**src/rtl/alu_op_sequencer_if.sv**
```systemverilog
// Request handshake, regfile/ALU datapath buses and status outputs of the ALU op sequencer.
interface alu_op_sequencer_if #(
    parameter int unsigned DW   = 32,
    parameter int unsigned AW   = 5,
    parameter int unsigned IW   = 16,
    parameter int unsigned CNTW = 16
);
    logic            req_valid;
    logic            req_ready;
    logic [AW-1:0]   req_rs;
    logic [AW-1:0]   req_rt;
    logic [AW-1:0]   req_rd;
    logic [IW-1:0]   req_imm;
    logic            req_use_imm;
    logic [3:0]      req_ctrl;

    logic [AW-1:0]   rf_raddr1;
    logic [AW-1:0]   rf_raddr2;
    logic [DW-1:0]   rf_rdata1;
    logic [DW-1:0]   rf_rdata2;
    logic [AW-1:0]   rf_waddr;
    logic [DW-1:0]   rf_wdata;
    logic            rf_we;

    logic [DW-1:0]   alu_a;
    logic [DW-1:0]   alu_b;
    logic [3:0]      alu_ctrl;
    logic [DW-1:0]   alu_result;
    logic            alu_ovf;

    logic            done;
    logic [DW-1:0]   done_result;
    logic            done_ovf;
    logic [CNTW-1:0] op_count;
    logic [7:0]      ovf_count;

    modport master (
        input  req_valid, req_rs, req_rt, req_rd, req_imm, req_use_imm, req_ctrl,
        input  rf_rdata1, rf_rdata2, alu_result, alu_ovf,
        output req_ready, rf_raddr1, rf_raddr2, rf_waddr, rf_wdata, rf_we,
        output alu_a, alu_b, alu_ctrl,
        output done, done_result, done_ovf, op_count, ovf_count
    );

    modport slave (
        output req_valid, req_rs, req_rt, req_rd, req_imm, req_use_imm, req_ctrl,
        output rf_rdata1, rf_rdata2, alu_result, alu_ovf,
        input  req_ready, rf_raddr1, rf_raddr2, rf_waddr, rf_wdata, rf_we,
        input  alu_a, alu_b, alu_ctrl,
        input  done, done_result, done_ovf, op_count, ovf_count
    );
endinterface

```
**src/rtl/alu_op_sequencer.sv**
```systemverilog
// Four-cycle IDLE/READ/EXEC/WRITE sequencer driving the regfile, operand mux and ALU
// for one accepted request at a time.
module alu_op_sequencer #(
    parameter int unsigned DW   = 32,
    parameter int unsigned AW   = 5,
    parameter int unsigned IW   = 16,
    parameter int unsigned CNTW = 16
) (
    input  logic               clk,
    input  logic               rst,
    alu_op_sequencer_if.master bus
);
    typedef enum logic [1:0] {
        S_IDLE  = 2'd0,
        S_READ  = 2'd1,
        S_EXEC  = 2'd2,
        S_WRITE = 2'd3
    } state_t;

    state_t        state;
    logic [AW-1:0] rd_q;
    logic [3:0]    ctrl_q;
    logic          use_imm_q;
    logic [DW-1:0] imm_ext_q;

    logic [DW-1:0] imm_ext;
    assign imm_ext = {{(DW-IW){bus.req_imm[IW-1]}}, bus.req_imm};

    // Each state's outputs are loaded on the edge that enters it, so they are valid for the whole state.
    always_ff @(posedge clk) begin
        if (rst) begin
            state           <= S_IDLE;
            rd_q            <= '0;
            ctrl_q          <= '0;
            use_imm_q       <= 1'b0;
            imm_ext_q       <= '0;
            bus.req_ready   <= 1'b1;
            bus.rf_raddr1   <= '0;
            bus.rf_raddr2   <= '0;
            bus.rf_waddr    <= '0;
            bus.rf_wdata    <= '0;
            bus.rf_we       <= 1'b0;
            bus.alu_a       <= '0;
            bus.alu_b       <= '0;
            bus.alu_ctrl    <= '0;
            bus.done        <= 1'b0;
            bus.done_result <= '0;
            bus.done_ovf    <= 1'b0;
            bus.op_count    <= '0;
            bus.ovf_count   <= '0;
        end else begin
            bus.rf_we <= 1'b0;
            bus.done  <= 1'b0;
            unique case (state)
                S_IDLE: begin
                    if (bus.req_valid) begin
                        bus.rf_raddr1 <= bus.req_rs;
                        bus.rf_raddr2 <= bus.req_rt;
                        rd_q          <= bus.req_rd;
                        ctrl_q        <= bus.req_ctrl;
                        use_imm_q     <= bus.req_use_imm;
                        imm_ext_q     <= imm_ext;
                        bus.req_ready <= 1'b0;
                        state         <= S_READ;
                    end
                end
                S_READ: begin
                    bus.alu_a    <= bus.rf_rdata1;
                    bus.alu_b    <= use_imm_q ? imm_ext_q : bus.rf_rdata2;
                    bus.alu_ctrl <= ctrl_q;
                    state        <= S_EXEC;
                end
                S_EXEC: begin
                    // Writes to $zero and overflowed results never reach the regfile.
                    bus.rf_waddr    <= rd_q;
                    bus.rf_wdata    <= bus.alu_result;
                    bus.rf_we       <= (rd_q != AW'(0)) && !bus.alu_ovf;
                    bus.done        <= 1'b1;
                    bus.done_result <= bus.alu_result;
                    bus.done_ovf    <= bus.alu_ovf;
                    bus.op_count    <= bus.op_count + CNTW'(1);
                    if (bus.alu_ovf && (bus.ovf_count != 8'hFF)) begin
                        bus.ovf_count <= bus.ovf_count + 8'd1;
                    end
                    state <= S_WRITE;
                end
                S_WRITE: begin
                    bus.req_ready <= 1'b1;
                    state         <= S_IDLE;
                end
                default: state <= S_IDLE;
            endcase
        end
    end
endmodule
```
**src/flat_wrapper.sv**
```systemverilog
// flat-port wrapper written by rule: the top's interface ports become plain ports
module alu_op_sequencer_flat 
#(
    parameter int unsigned DW   = 32,
    parameter int unsigned AW   = 5,
    parameter int unsigned IW   = 16,
    parameter int unsigned CNTW = 16
)
  (clk, rst, bus_req_valid, bus_req_rs, bus_req_rt, bus_req_rd, bus_req_imm, bus_req_use_imm, bus_req_ctrl, bus_rf_rdata1, bus_rf_rdata2, bus_alu_result, bus_alu_ovf, bus_req_ready, bus_rf_raddr1, bus_rf_raddr2, bus_rf_waddr, bus_rf_wdata, bus_rf_we, bus_alu_a, bus_alu_b, bus_alu_ctrl, bus_done, bus_done_result, bus_done_ovf, bus_op_count, bus_ovf_count);
  alu_op_sequencer_if #(.DW(DW), .AW(AW), .IW(IW), .CNTW(CNTW)) bus_i ();
  input  logic clk;
  input  logic rst;
  input wire logic [$bits(bus_i.req_valid)-1:0] bus_req_valid;
  input wire logic [$bits(bus_i.req_rs)-1:0] bus_req_rs;
  input wire logic [$bits(bus_i.req_rt)-1:0] bus_req_rt;
  input wire logic [$bits(bus_i.req_rd)-1:0] bus_req_rd;
  input wire logic [$bits(bus_i.req_imm)-1:0] bus_req_imm;
  input wire logic [$bits(bus_i.req_use_imm)-1:0] bus_req_use_imm;
  input wire logic [$bits(bus_i.req_ctrl)-1:0] bus_req_ctrl;
  input wire logic [$bits(bus_i.rf_rdata1)-1:0] bus_rf_rdata1;
  input wire logic [$bits(bus_i.rf_rdata2)-1:0] bus_rf_rdata2;
  input wire logic [$bits(bus_i.alu_result)-1:0] bus_alu_result;
  input wire logic [$bits(bus_i.alu_ovf)-1:0] bus_alu_ovf;
  output wire logic [$bits(bus_i.req_ready)-1:0] bus_req_ready;
  output wire logic [$bits(bus_i.rf_raddr1)-1:0] bus_rf_raddr1;
  output wire logic [$bits(bus_i.rf_raddr2)-1:0] bus_rf_raddr2;
  output wire logic [$bits(bus_i.rf_waddr)-1:0] bus_rf_waddr;
  output wire logic [$bits(bus_i.rf_wdata)-1:0] bus_rf_wdata;
  output wire logic [$bits(bus_i.rf_we)-1:0] bus_rf_we;
  output wire logic [$bits(bus_i.alu_a)-1:0] bus_alu_a;
  output wire logic [$bits(bus_i.alu_b)-1:0] bus_alu_b;
  output wire logic [$bits(bus_i.alu_ctrl)-1:0] bus_alu_ctrl;
  output wire logic [$bits(bus_i.done)-1:0] bus_done;
  output wire logic [$bits(bus_i.done_result)-1:0] bus_done_result;
  output wire logic [$bits(bus_i.done_ovf)-1:0] bus_done_ovf;
  output wire logic [$bits(bus_i.op_count)-1:0] bus_op_count;
  output wire logic [$bits(bus_i.ovf_count)-1:0] bus_ovf_count;
  assign bus_i.req_valid = bus_req_valid;
  assign bus_i.req_rs = bus_req_rs;
  assign bus_i.req_rt = bus_req_rt;
  assign bus_i.req_rd = bus_req_rd;
  assign bus_i.req_imm = bus_req_imm;
  assign bus_i.req_use_imm = bus_req_use_imm;
  assign bus_i.req_ctrl = bus_req_ctrl;
  assign bus_i.rf_rdata1 = bus_rf_rdata1;
  assign bus_i.rf_rdata2 = bus_rf_rdata2;
  assign bus_i.alu_result = bus_alu_result;
  assign bus_i.alu_ovf = bus_alu_ovf;
  assign bus_req_ready = bus_i.req_ready;
  assign bus_rf_raddr1 = bus_i.rf_raddr1;
  assign bus_rf_raddr2 = bus_i.rf_raddr2;
  assign bus_rf_waddr = bus_i.rf_waddr;
  assign bus_rf_wdata = bus_i.rf_wdata;
  assign bus_rf_we = bus_i.rf_we;
  assign bus_alu_a = bus_i.alu_a;
  assign bus_alu_b = bus_i.alu_b;
  assign bus_alu_ctrl = bus_i.alu_ctrl;
  assign bus_done = bus_i.done;
  assign bus_done_result = bus_i.done_result;
  assign bus_done_ovf = bus_i.done_ovf;
  assign bus_op_count = bus_i.op_count;
  assign bus_ovf_count = bus_i.ovf_count;
  alu_op_sequencer #(.DW(DW), .AW(AW), .IW(IW), .CNTW(CNTW)) u_core (.clk(clk), .rst(rst), .bus(bus_i));
endmodule
```
**config.mk**
```make
export PLATFORM = sky130hd
export DESIGN_NAME = alu_op_sequencer_flat
export DESIGN_NICKNAME = d
export VERILOG_FILES = /design/src/rtl/alu_op_sequencer_if.sv /design/src/rtl/alu_op_sequencer.sv /design/src/flat_wrapper.sv
export SDC_FILE = /design/constraint.sdc
export NUM_CORES = 1
export LEC_CHECK = 0
export ABC_AREA = 1
export CORE_ASPECT_RATIO = 1.25
export CORE_UTILIZATION = 38
export DETAILED_ROUTE_END_ITERATION = 12
export HOLD_SLACK_MARGIN = 0.06
export PLACE_DENSITY = 0.77
export SLEW_MARGIN = 25
export SYNTH_ARGS = -nofsm -noshare
export SYNTH_HDL_FRONTEND = slang
export SYNTH_SLANG_ARGS = --single-unit
```
**constraint.sdc**
```tcl
create_clock -name clk -period 1.6 [get_ports clk]
set_clock_uncertainty 0.15 [all_clocks]
set_input_delay 0.16 -clock clk [delete_from_list [all_inputs] [get_ports clk]]
set_output_delay 0.16 -clock clk [all_outputs]
set_load 0.005 [all_outputs]
```
# --- After elaboration in Yosys (flattened, before gate mapping) ---
# Index checks and enable logic that the tools add are counted.
op_classes:
  n_bitwise: 1
  multipliers: 0
  n_lt_le_gt_ge: 0
  add_sub_neg: 2
  n_reduce_logical: 10
  eq_ne: 5
  shifts: 0
  div_mod_pow: 0
  n_mux: 6
ops:
  columns: ["cell", "count"]
  rows:
  - ["two-way mux 32 bit", 1]
  - ["adder 16 x 1 -> 16 bit (second input constant)", 1]
  - ["adder 8 x 1 -> 8 bit (second input constant)", 1]
  - ["!= test 8 bit (second input constant)", 1]
  - ["one-hot mux 2 bit (4 select lines)", 1]
  - ["AND reduction 2 bit", 3]
  - ["nonzero test 5 bit", 1]
  - ["equality test 2 bit (second input constant)", 2]
  - ["equality test 2 x 1 -> 1 bit (second input constant)", 1]
  - ["logical AND 1 bit", 2]
  - ["logical NOT 2 bit", 1]
  - ["two-way mux 1 bit", 2]
  - ["two-way mux 2 bit", 1]
  - ["!= test 2 bit (second input constant)", 1]
  - ["one-hot mux 1 bit (2 select lines)", 1]
  - ["nonzero test 2 bit", 1]
  - ["OR reduction 2 bit", 1]
  - ["logical NOT 1 bit", 1]
  - ["inverter 1 bit", 1]
word_totals:
  input_bits: 136
  ramBits: 0
  register_bits: 171
  mem_count: 0
  latchBits: 0
  rom_bits: 0
  wordCells: 42

# --- Longest topological paths before layout ---
depth:
  depth_word: 3
  mapped_depth: 10
  mapped_depth_nobuf: 10

# --- Worst setup path before layout ---
# No wires, ideal clock.
synth_timing:
  kind: "flip-flop to flip-flop"
  from: "register u_core.state[0]"
  to: "register u_core.bus.ovf_count[6]"
  required_time_ps: 1331
  slack_ps: 45
  arrival_ps: 1287
  period_less_slack_ps: 1555
  path_stages_with_launch: 10
  cell_sequence: "dfxtp_1 -> inv_1 -> ha_1 -> buf_6 -> nand2_2 -> clkinv_1 -> nand2_2 -> buf_6 -> nor3b_1 -> nor2_1"
synth_via:
  elab_chain_cells: 2
synth_lines:
  columns: ["element", "line_no", "rtl"]
  rows:
  - ["start, declared", "alu_op_sequencer.sv:20", "state_t state;"]
  - ["start signal, assigned", "alu_op_sequencer.sv:32", "state <= S_IDLE;"]
  - ["start signal, assigned", "alu_op_sequencer.sv:64", "state <= S_READ;"]
  - ["start signal, assigned", "alu_op_sequencer.sv:71", "state <= S_EXEC;"]
  - ["equality test 2 bit", "alu_op_sequencer.sv:54", "unique case (state)"]
  - ["AND reduction 2 bit (no source line)", null, null]
  - ["end signal, assigned", "alu_op_sequencer.sv:83", "bus.ovf_count <= bus.ovf_count + 8'd1;"]
  - ["end, declared", "alu_op_sequencer_if.sv:42", "output done, done_result, done_ovf, op_count, ovf_count"]
# No other way between the ends.
# A chain may end at the register's enable or synchronous reset.

# --- Final worst setup path ---
layout_timing:
  from: "register u_core.bus.done_result[7]"
  to: "output port bus_done_result[7]"
layout_lines:
  columns: ["element", "line_no", "rtl"]
  rows:
  - ["start, declared", "alu_op_sequencer_if.sv:42", null]
  - ["start signal, assigned", "alu_op_sequencer.sv:79", "bus.done_result <= bus.alu_result;"]
  - ["end, declared", "flat_wrapper.sv:34", "output wire logic [$bits(bus_i.done_result)-1:0] bus_done_result;"]
# No word-level cell between the ends.

==> results by group <==
Timing
  – Clock period minus final worst setup slack: 1570 ps
  – Pin slew with the least headroom to its limit: 381 ps
  – Number of endpoints failing setup at the final stage: 0
  – Final Hold Vio Count: 0
  – Normalized max-slew margin: 0.745
  – Smallest setup slack after layout: 25.6 ps
  – Summed negative setup slack over all endpoints: 0 ps
  – Period Utilization, post-route: 0.984
  – Number of slew-limit violations in the final report: 0
  – Highest attainable clock frequency: 0.635 GHz

Place
  – RD Place Congestion: 0.847
  – Number of buffers added on ports: 310
  – Setup slack after placement: 30.1 ps
  – Half-perimeter wire length after detailed placement: 14.8 mm
  – Placed instance area: 10,100 um2

CTS
  – TritonCTS clock tree: yes
  – Maximum clock path buffer count: 2
  – CTS Root Cell: sky130_fd_sc_hd__clkbuf_16
  – Clock latency at the later pin of the worst-skew pair: 420 ps
  – Worst-path clk slew: 60 ps
  – CTS H-tree depth: 4
  – TritonCTS Buffers: 17
  – Hold-fix buffers at CTS: 0
  – Clock sink total: 171

Floorplan
  – Horiz. Die Dim: 122 um
  – Placeable Area: 17,600 um2
  – Die Height: 152 um
  – Starting utilization of the core area: 0.389
  – Boundary pin count: 311
  – Site Rows: 54
  – Die footprint: 18,500 um2

Drt
  – Final routed wire length divided by cell count: 15.0 um
  – Met3 wire length: 1.41 mm
  – Via/cell ratio: 4.78
  – Top layer in use: met4
  – Wire length on met2: 10.8 mm
  – Initial DRC count: 419
  – Remaining routing DRC violations: 0
  – Met1 Routed Length: 8.61 mm
  – Final antenna-violating net count: 0
  – Via count: 6,770
  – Wirelength, routed: 21.3 mm
  – 1st-pass router iterations: 5

GRT
  – Wire length of the first global-routing pass: 32.9 mm
  – Antenna violations before repair: 1
  – Via count of the first global-routing pass: 6,403
  – Total congestion overflow: 0
  – Total global routing track utilization: 0.225
  – Pin count of the biggest net entering global routing: 59

Critical path
  – CP required: 1290 ps
  – Buf/Inv on CP: 1
  – Launch instance of the worst register-to-register path: u_core.state[1]$_SDFFE_PP0P_
  – Data arrival time at the worst-slack endpoint: 1260 ps
  – Slowest cell delay on critical path: 520 ps
  – Top cell family by delay on the critical path: buffers and inverters
  – Sequence of cells on the critical path: clkdlybuf4s50_1
  – CP max FO: 3
  – Kind of start point of the critical path: flip-flop
  – Setup crit start: u_core.bus.done_result[7]$_SDFFE_PP0P_
  – CP endpoint kind: output port
  – Slowest CP cell: sky130_fd_sc_hd__clkdlybuf4s50_1
  – Crit Path Class: reg2out

Power and ir drop
  – Standby leakage power: 6.05 nW
  – Power per cell area: 1500 nW/um2
  – Overall power: 16.5 mW
  – Max rail drop VDD: 0.812 mV

Final layout
  – Area growth from synthesis to layout: 60.8%
  – Area taken by multi-input logic gates: 2770 um2
  – Post-layout nets: 1,324
  – Fraction of final layout cells with drive strength greater than 1: 0.140
  – Total non-filler cell area in the finished layout: 11,000 um2
  – FF/Latch Area: 3530 um2
  – Fillcell total: 1,547

Yosys
  – Count of unique library cells instantiated by Yosys: 33
  – Post-synthesis instance area: 6840 um2
  – Warning count from the yosys run: 0
  – Average cell area after synthesis: 7.64 um2
  – Syn nets: 1,039
  – Yosys reg bits: 171
  – Register area share after synthesis: 0.500
  – Fraction of synthesized cell area taken by the top area cell type: 0.500
  – Leading area contributor after synthesis: sky130_fd_sc_hd__dfxtp_1
  – Post-synthesis cell count: 896
  – Cell types with the largest area share after synthesis: sky130_fd_sc_hd__dfxtp_1 50%, sky130_fd_sc_hd__nor2_1 13%, sky130_fd_sc_hd__o21ai_0 9.7%

Status
  – Status: complete, no violations

Worst hold path
  – Source of the worst hold timing path: bus_rf_rdata2[17]
  – Class of the tightest hold or removal check: in2reg

Job
  – Number of maximum-capacitance constraint violations: 0
## metrics by stage
stage                util  std cells  hold slack, ps
detailed placement  0.573       1374             314
global route        0.626       1416             144
global placement    0.573       1374             300
finish              0.626       1417             147
CTS                 0.607       1413             124
floorplan               -        896             145
## layer usage
metal,global-route usage,up-vias
li1,-,3410
met1,0.260,3104
met2,0.387,229
met3,0.0574,27
met4,0.0947,0
met5,0,-
## report_power, final
group          total, mW  internal [mW]  switching, mW
Sequential          6.41           5.64          0.769
Clock               3.75           2.13           1.61
Combinational       6.39           3.32           3.06
Total               16.5           11.1           5.45
## final cells by class
type                       count  area share
antenna                        1    0.000227
clock buffer                  24      0.0447
clock inverter                 6     0.00364
inverter                      56      0.0197
multi-input combinational    583       0.252
sequential                   171       0.320
tap                          224      0.0255
timing repair buffer         352       0.334
## cell usage after synthesis, drive strengths merged
library cell	count
nor2	239
dfxtp	171
o21ai	135
nand2	98
buf	69
inv	55
a21oi	40
nand3	25
clkbuf	17
o211ai	15
ha	7
nor3	6
and3	4
nand4	4
xor2	3
o21bai	2
xnor2	2
a211oi	1
clkinv	1
nor3b	1
o31ai	1
## cell usage in the layout (no fill, tap or decap), types with 3 or more instances in the layout
cell / instances
sky130_fd_sc_hd__inv_1: 49
sky130_fd_sc_hd__ha_1: 3
sky130_fd_sc_hd__clkdlybuf4s50_1: 161
sky130_fd_sc_hd__o21ai_1: 4
sky130_fd_sc_hd__o211ai_1: 15
sky130_fd_sc_hd__nand4_1: 4
sky130_fd_sc_hd__buf_12: 9
sky130_fd_sc_hd__o21ai_0: 130
sky130_fd_sc_hd__dlymetal6s2s_1: 79
sky130_fd_sc_hd__nor2_4: 3
sky130_fd_sc_hd__xor2_1: 3
sky130_fd_sc_hd__nor2_2: 13
sky130_fd_sc_hd__inv_2: 3
sky130_fd_sc_hd__nor3_1: 6
sky130_fd_sc_hd__clkinv_2: 4
sky130_fd_sc_hd__nand3_1: 22
sky130_fd_sc_hd__clkbuf_1: 3
sky130_fd_sc_hd__dfxtp_1: 113
sky130_fd_sc_hd__clkbuf_16: 18
sky130_fd_sc_hd__clkbuf_8: 4
sky130_fd_sc_hd__nand2_2: 5
sky130_fd_sc_hd__nand3_2: 3
sky130_fd_sc_hd__dfxtp_2: 46
sky130_fd_sc_hd__dfxtp_4: 12
sky130_fd_sc_hd__dlygate4sd2_1: 70
sky130_fd_sc_hd__a21oi_1: 38
sky130_fd_sc_hd__nand2_1: 92
sky130_fd_sc_hd__nor2_1: 223
sky130_fd_sc_hd__and3_1: 4
sky130_fd_sc_hd__buf_4: 29
## cells by family (layout without fill, tap and decap cells)
kind of cell | count (synthesis) | after routing | synth area share
and+or+nand+nor | 377 | 377 | 0.223
AOI/OAI and AO/OA | 194 | 194 | 0.152
DFF | 171 | 171 | 0.500
buffers and inverters | 142 | 438 | 0.105
adders and majority gates | 7 | 7 | 0.0128
xor gates and xnor gates | 5 | 5 | 0.00640
other | 0 | 1 | 0
## sequential cells by signal, indices dropped and copies added (netlist names), 2 cells and up
signal	flops
u_core.bus.rf_raddr2	5
u_core.rd_q	5
u_core.bus.op_count	16
u_core.bus.alu_ctrl	4
u_core.state	2
u_core.bus.ovf_count	8
u_core.imm_ext_q	16
u_core.bus.rf_raddr1	5
u_core.bus.done_result	32
u_core.ctrl_q	4
u_core.bus.alu_b	32
u_core.bus.rf_waddr	5
u_core.bus.alu_a	32
## final timing paths
path,to,slack [ps],depth (start not counted)
hold / removal,u_core.bus.alu_b[17]$_SDFFE_PP0N_,150,3
setup / recovery,bus_done_result[7],30,1
setup reg to reg,u_core.state[0]$_SDFFE_PP0P_,80,6
hold reg to reg,u_core.bus.done_ovf$_SDFFE_PP0P_,310,2
## timing repair
action / in CTS / in global routing
cloned: 0 / 1
pin swaps: 0 / 2
setup buffers: 9 / 2
setup endpoints to repair: 113 / 159
gates resized for setup: 130 / 120
(Power assumes the default switching activity.)
